<file path="src/rtl/corr_peak_detect.sv">
// Peak |x|^2 tracker for the correlator IFFT output: joins the RE/IM lanes,
// squares each sample, finds the frame maximum and its index, and emits one report per frame.
//
// Ports
//   aclk, areset        clock; synchronous active-high reset
//   S_AXIS_RE_*         real lane: tdata, tvalid, tlast, tready
//   S_AXIS_IM_*         imaginary lane: tdata, tvalid, tready (no tlast)
//   cfg_threshold       detect threshold, captured on the first beat of each frame
//   M_AXIS_PEAK_*       64-bit report
//                         [31:0]  peak |x|^2
//                         [47:32] peak index
//                         [48]    detect
//                         [49]    len_err
module corr_peak_detect #(
  parameter int DATA_W    = 16,
  parameter int FRAME_LEN = 1024,
  parameter int IDX_W     = 10
) (
  input  logic                       aclk,
  input  logic                       areset,
  input  logic signed [DATA_W-1:0]   S_AXIS_RE_tdata,
  input  logic                       S_AXIS_RE_tvalid,
  input  logic                       S_AXIS_RE_tlast,
  output logic                       S_AXIS_RE_tready,
  input  logic signed [DATA_W-1:0]   S_AXIS_IM_tdata,
  input  logic                       S_AXIS_IM_tvalid,
  output logic                       S_AXIS_IM_tready,
  input  logic [2*DATA_W-1:0]        cfg_threshold,
  output logic [63:0]                M_AXIS_PEAK_tdata,
  output logic                       M_AXIS_PEAK_tvalid,
  input  logic                       M_AXIS_PEAK_tready
);

  localparam int MAG_W = 2 * DATA_W;
  localparam logic [IDX_W-1:0] LAST_IDX = IDX_W'(FRAME_LEN - 1);

  typedef enum logic [1:0] {
    IDLE, ACC, FLUSH, HOLD
  } state_t;

  state_t state_q, state_d;

  logic [IDX_W-1:0] cnt_q;
  logic [MAG_W-1:0] thr_q;
  logic             err_q;
  logic [MAG_W-1:0] max_q;
  logic [IDX_W-1:0] idx_q;

  logic                     p1_v, p2_v, p3_v;
  logic signed [DATA_W-1:0] p1_re, p1_im;
  logic [IDX_W-1:0]         p1_idx, p2_idx, p3_idx;
  logic [MAG_W-1:0]         p2_sq_re, p2_sq_im, p3_mag;

  logic signed [MAG_W-1:0]  re_ext, im_ext;
  logic signed [MAG_W-1:0]  prod_re, prod_im;

  logic acc_en, beat, at_last, end_beat, len_bad;
  logic drained, rep_done;

  // Lanes are joined: neither side is taken without the other.
  assign acc_en  = !areset && (state_q == IDLE || state_q == ACC);
  assign S_AXIS_RE_tready = acc_en & S_AXIS_IM_tvalid;
  assign S_AXIS_IM_tready = acc_en & S_AXIS_RE_tvalid;
  assign beat    = acc_en & S_AXIS_RE_tvalid & S_AXIS_IM_tvalid;

  // A frame closes on tlast or on the counter, whichever comes first.
  assign at_last  = (cnt_q == LAST_IDX);
  assign end_beat = beat & (S_AXIS_RE_tlast | at_last);
  assign len_bad  = S_AXIS_RE_tlast ^ at_last;

  assign re_ext  = MAG_W'(p1_re);
  assign im_ext  = MAG_W'(p1_im);
  assign prod_re = re_ext * re_ext;
  assign prod_im = im_ext * im_ext;

  assign drained  = !p1_v && !p2_v && !p3_v;
  assign rep_done = (state_q == HOLD) && M_AXIS_PEAK_tready;

  always_comb begin
    state_d = state_q;
    unique case (state_q)
      IDLE:  if (beat) state_d = end_beat ? FLUSH : ACC;
      ACC:   if (end_beat) state_d = FLUSH;
      FLUSH: if (drained) state_d = HOLD;
      HOLD:  if (M_AXIS_PEAK_tready) state_d = IDLE;
    endcase
  end

  always_ff @(posedge aclk) begin
    if (areset) begin
      state_q  <= IDLE;
      cnt_q    <= '0;
      thr_q    <= '0;
      err_q    <= 1'b0;
      max_q    <= '0;
      idx_q    <= '0;
      p1_v     <= 1'b0;
      p2_v     <= 1'b0;
      p3_v     <= 1'b0;
      p1_re    <= '0;
      p1_im    <= '0;
      p1_idx   <= '0;
      p2_sq_re <= '0;
      p2_sq_im <= '0;
      p2_idx   <= '0;
      p3_mag   <= '0;
      p3_idx   <= '0;
    end else begin
      state_q <= state_d;

      if (beat) cnt_q <= end_beat ? '0 : cnt_q + IDX_W'(1);
      if (beat && state_q == IDLE) thr_q <= cfg_threshold;
      if (end_beat) err_q <= len_bad;

      p1_v   <= beat;
      p1_re  <= S_AXIS_RE_tdata;
      p1_im  <= S_AXIS_IM_tdata;
      p1_idx <= cnt_q;

      p2_v     <= p1_v;
      p2_sq_re <= $unsigned(prod_re);
      p2_sq_im <= $unsigned(prod_im);
      p2_idx   <= p1_idx;

      // Worst case is 2 * 2^30, which still fits unsigned in MAG_W.
      p3_v   <= p2_v;
      p3_mag <= p2_sq_re + p2_sq_im;
      p3_idx <= p2_idx;

      // Strict compare keeps the earliest index on ties.
      if (p3_v && (p3_idx == '0 || p3_mag > max_q)) begin
        max_q <= p3_mag;
        idx_q <= p3_idx;
      end

      if (rep_done) begin
        max_q <= '0;
        idx_q <= '0;
        cnt_q <= '0;
        err_q <= 1'b0;
      end
    end
  end

  assign M_AXIS_PEAK_tvalid = (state_q == HOLD);

  always_comb begin
    M_AXIS_PEAK_tdata = '0;
    if (state_q == HOLD) begin
      M_AXIS_PEAK_tdata[MAG_W-1:0]  = max_q;
      M_AXIS_PEAK_tdata[32 +: IDX_W] = idx_q;
      M_AXIS_PEAK_tdata[48]         = (max_q >= thr_q);
      M_AXIS_PEAK_tdata[49]         = err_q;
    end
  end

endmodule

</file>
<file path="config.mk">
export PLATFORM = sky130hd
export DESIGN_NAME = corr_peak_detect
export DESIGN_NICKNAME = d
export VERILOG_FILES = /design/src/rtl/corr_peak_detect.sv
export SDC_FILE = /design/constraint.sdc
export NUM_CORES = 2
export LEC_CHECK = 0
export BUFFER_PORTS_ARGS = -buffer_cell sky130_fd_sc_hd__buf_4
export CELL_PAD_IN_SITES_DETAIL_PLACEMENT = 1
export CELL_PAD_IN_SITES_GLOBAL_PLACEMENT = 2
export CORE_ASPECT_RATIO = 1.2
export CORE_MARGIN = 1
export CORE_UTILIZATION = 40
export DETAILED_ROUTE_END_ITERATION = 8
export GPL_TIMING_DRIVEN = 0
export HOLD_SLACK_MARGIN = 0.08
export PLACE_DENSITY_LB_ADDON = 0.1
export SLEW_MARGIN = 30
export SYNTH_ARGS = -nofsm -noshare
export SYNTH_HDL_FRONTEND = slang
export SYNTH_SLANG_ARGS = --single-unit
export TNS_END_PERCENT = 10
</file>
<file path="constraint.sdc">
create_clock -name aclk -period 7.87 [get_ports aclk]
set_clock_uncertainty 0.1 [all_clocks]
set_input_delay 1.9675 -clock aclk [delete_from_list [all_inputs] [get_ports aclk]]
set_output_delay 1.9675 -clock aclk [all_outputs]
set_load 0.03 [all_outputs]
</file>
==> summary.md <==
| Metric | Value |
|---|---|
| Clock Sinks | 246 |
| Initial Util | 40.5% |
| Post-Syn Instances | 3303 |
| GRT overflow | 0 |
| Initial antenna violation count | 0 |
| WL final | 85.8 mm |
| Synth Cell Area | 29300 um^2 |
| Power per cell area | 226 nW/um^2 |
| Share of cells above drive strength 1 | 6.55% |
| # Post-CTS Setup Buffers | 0 |
| Reg-to-reg slack, setup | 0.49 ns |
| FFs w/ async S/R, synth | 0% |
| H-Tree Depth | 2 |
| R2R cell count | 21 |
| Vias per inst | 5.09 |
| Slew Viols, Final | 0 |
| R2R Path End | p2_sq_re[30]$_SDFF_PP0_ |
| I/O pin total | 137 |
| Synth cell types | 75 |
| Clock tree buffer depth | 3 |
| Antenna Cells | 0 |
| Number of synthesized flops with an enable pin | 0 |
| Clock Pin Slew Worst Setup and Hold Paths | 0.06 ns |
| Cts bufs inserted | 34 |
| Final Setup Violations | 0 |
| Slew HR | 37.7% |
| Die H | 299 um |
| Core Area | 72400 um^2 |
| Die width | 249 um |
| Syn_area_per_cell | 8.87 um^2 |
| ANT nets after route | 0 |
| Slowest cell delay on critical path | 0.65 ns |
| Resized Gates After CTS | 0 |
| CP endpoint kind | register |
| CP max stage cell | fa_1 |
| Setup slack at placement | 0.459 ns |
| Largest net degree at the start of global routing | 15 |
| Min-delay src | p1_idx[1]$_SDFF_PP0_ |
| Setup TNS | 0 ns |
| Slew of the pin with the lowest slew margin | 0.934 ns |
| Clock root buffer | clkbuf_16 |
| Top FF cell, synth | dfxtp_1 |
| Top cell family by delay on the critical path | adder cells |
| Buffers on Ports | 115 |
| Critical Path AT | 7.70 ns |
| Hold Path Class | register to register |
| MaxCap Viol Count | 0 |
| Die area | 74400 um^2 |
| FMAX | 136 MHz |
| Cell mode on critical path | fa_1 |
| Peak VDD IR | 165 uV |
| Area delta synth->final | 11.1% |
| Min setup slack post-route | 0.491 ns |
| Fin nets | 4289 |
| FP Rows | 108 |
| Vias in the first global route | 25800 |
| RSZ-0062 raised after global routing | no |
| Drt initial violations | 706 |
| Req. time, crit path | 8.19 ns |
| Hold Path Depth | 1 |
| Hold-fix buffers, CTS | 0 |
| P_leak | 16.1 nW |
| Post-synthesis register bit count | 246 |
| DR WL/cell | 19.4 um |
| Buf+Inv Stages, Crit Path | 5 |
| Worst skew pair latency | 0.56 ns |
| First-pass GRT wire length | 138 mm |
| Nature of the critical path startpoint | register |
| CTS tree | done |
| Fin crit share | 93.8% |
| Residual DRC | 0 |
| Worst path cell trace | clkbuf_1, buf_1, nand2_1, fa_1, inv_1, fa_1, inv_1, fa_1, inv_1, fa_1, fa_1, fa_1, ha_1, nand3_1, nor2b_1, nand4_1, a31oi_1, o41ai_1, o21ai_1, xnor2_1, nor2_1 |
| Drt first pass iters | 5 |
| Gpl congestion | 0.870 |
| DP Wirelength | 72.5 mm |
| CP max FO | 10 |
| Status | finished clean |
| Routed vias | 22600 |
| Share of the yosys chip area belonging to registers | 16.8% |
| Final min period | 7.38 ns |
| GRT Resource Usage Total | 23.9% |
| Syn. warnings | 0 |
| R2R Path Start | p1_re[15]$_SDFF_PP0_ |
| Hold EP | p2_idx[1]$_SDFF_PP0_ |
| Final hold violation count | 0 |
| WS Path Type | register to register |
==> registers in the layout, summed over array words and instances (netlist names) <==
signal	cells
p2_sq_re	31
p2_v	1
p2_sq_im	31
cnt_q	10
p1_idx	10
thr_q	32
state_q	2
max_q	32
p3_mag	32
p3_v	1
p1_v	1
p1_im	16
p3_idx	10
idx_q	10
p1_re	16
p2_idx	10
err_q	1
==> where the power goes <==
part	total (mW)	switching [mW]	internal (mW)
clock network	1.61	0.641	0.968
logic	4.20	2.55	1.65
registers	1.56	0.115	1.45
==> Yosys cell counts, types with 70 or more instances <==
master	count	area (um^2)
nor2_1	222	833
and2_1	77	482
ha_1	275	3440
o21ai_0	70	350
nand3_1	113	566
nand2_1	248	931
inv_1	718	2700
nor2b_1	85	532
clkbuf_1	114	428
fa_1	471	9430
a21oi_1	106	531
dfxtp_1	246	4920
==> layout make-up <==
type	count	area, um^2
clock buffers	39	911
multi-input cells	2207	21100
fillers	8544	39900
flip-flops and latches	246	4920
inverters	723	2710
clock inverters	19	229
repair buffers	115	863
well taps	935	1170
plain buffers	146	648
==> metrics by stage <==
stage | util, % | hold slack, ns | cell area [um^2] | power, mW | std cells
finish | 44.9 | 0.336 | 32600 | 7.37 | 4430
CTS | 44.9 | 0.342 | 32600 | 7.52 | 4430
detailed placement | 43.4 | 0.328 | 31400 | 5.85 | 4372
global placement | 43.4 | 0.316 | 31400 | 5.73 | 4372
floorplan | - | 0.314 | 29400 | 4.62 | 3322
global route | 44.9 | 0.352 | 32600 | 8.07 | 4430
==> metal layers <==
layer	global-route usage [%]	vias to the layer above	wire length (um)
met1	26.9	11400	33500
li1	-	10600	-
met5	0	-	0
met4	10.3	0	3920
met3	2.78	142	2830
met2	45.1	361	45600
==> worst max-delay path by stage <==
stage / start / end / slack, ns / depth (start not counted)
finish: p1_re[15]$_SDFF_PP0_ / p2_sq_re[30]$_SDFF_PP0_ / 0.49 / 21
global route: p1_re[15]$_SDFF_PP0_ / p2_sq_re[30]$_SDFF_PP0_ / 0.01 / 21
CTS: p1_re[15]$_SDFF_PP0_ / p2_sq_re[30]$_SDFF_PP0_ / 0.46 / 21
detailed placement: p1_re[15]$_SDFF_PP0_ / p2_sq_re[30]$_SDFF_PP0_ / 0.46 / 21
global placement: p1_re[15]$_SDFF_PP0_ / p2_sq_re[30]$_SDFF_PP0_ / 0.61 / 21
floorplan: p1_im[1]$_SDFF_PP0_ / p2_sq_im[24]$_SDFF_PP0_ / 1.71 / 21
==> cell usage in the layout, fill, tap and decap left out, types with 70 or more instances in the layout <==
| master | instances |
|---|---|
| nor2b_1 | 85 |
| and2_1 | 77 |
| fa_1 | 471 |
| a21oi_1 | 106 |
| ha_1 | 275 |
| nand3_1 | 113 |
| o21ai_0 | 70 |
| nand2_1 | 248 |
| inv_1 | 718 |
| dfxtp_1 | 246 |
| nor2_1 | 222 |
| buf_4 | 136 |
| clkbuf_1 | 111 |
==> cells by family after synthesis <==
group / after synthesis / share of synthesized area, %
mux: 4 / 0.171
flops: 246 / 16.8
buf+inv: 869 / 11.5
simple gates: 928 / 15.3
compound gates: 403 / 9.18
fa+ha+maj: 746 / 43.9
other cells: 1 / 0.0128
xor+xnor: 106 / 3.17
(Power assumes the default switching activity.)
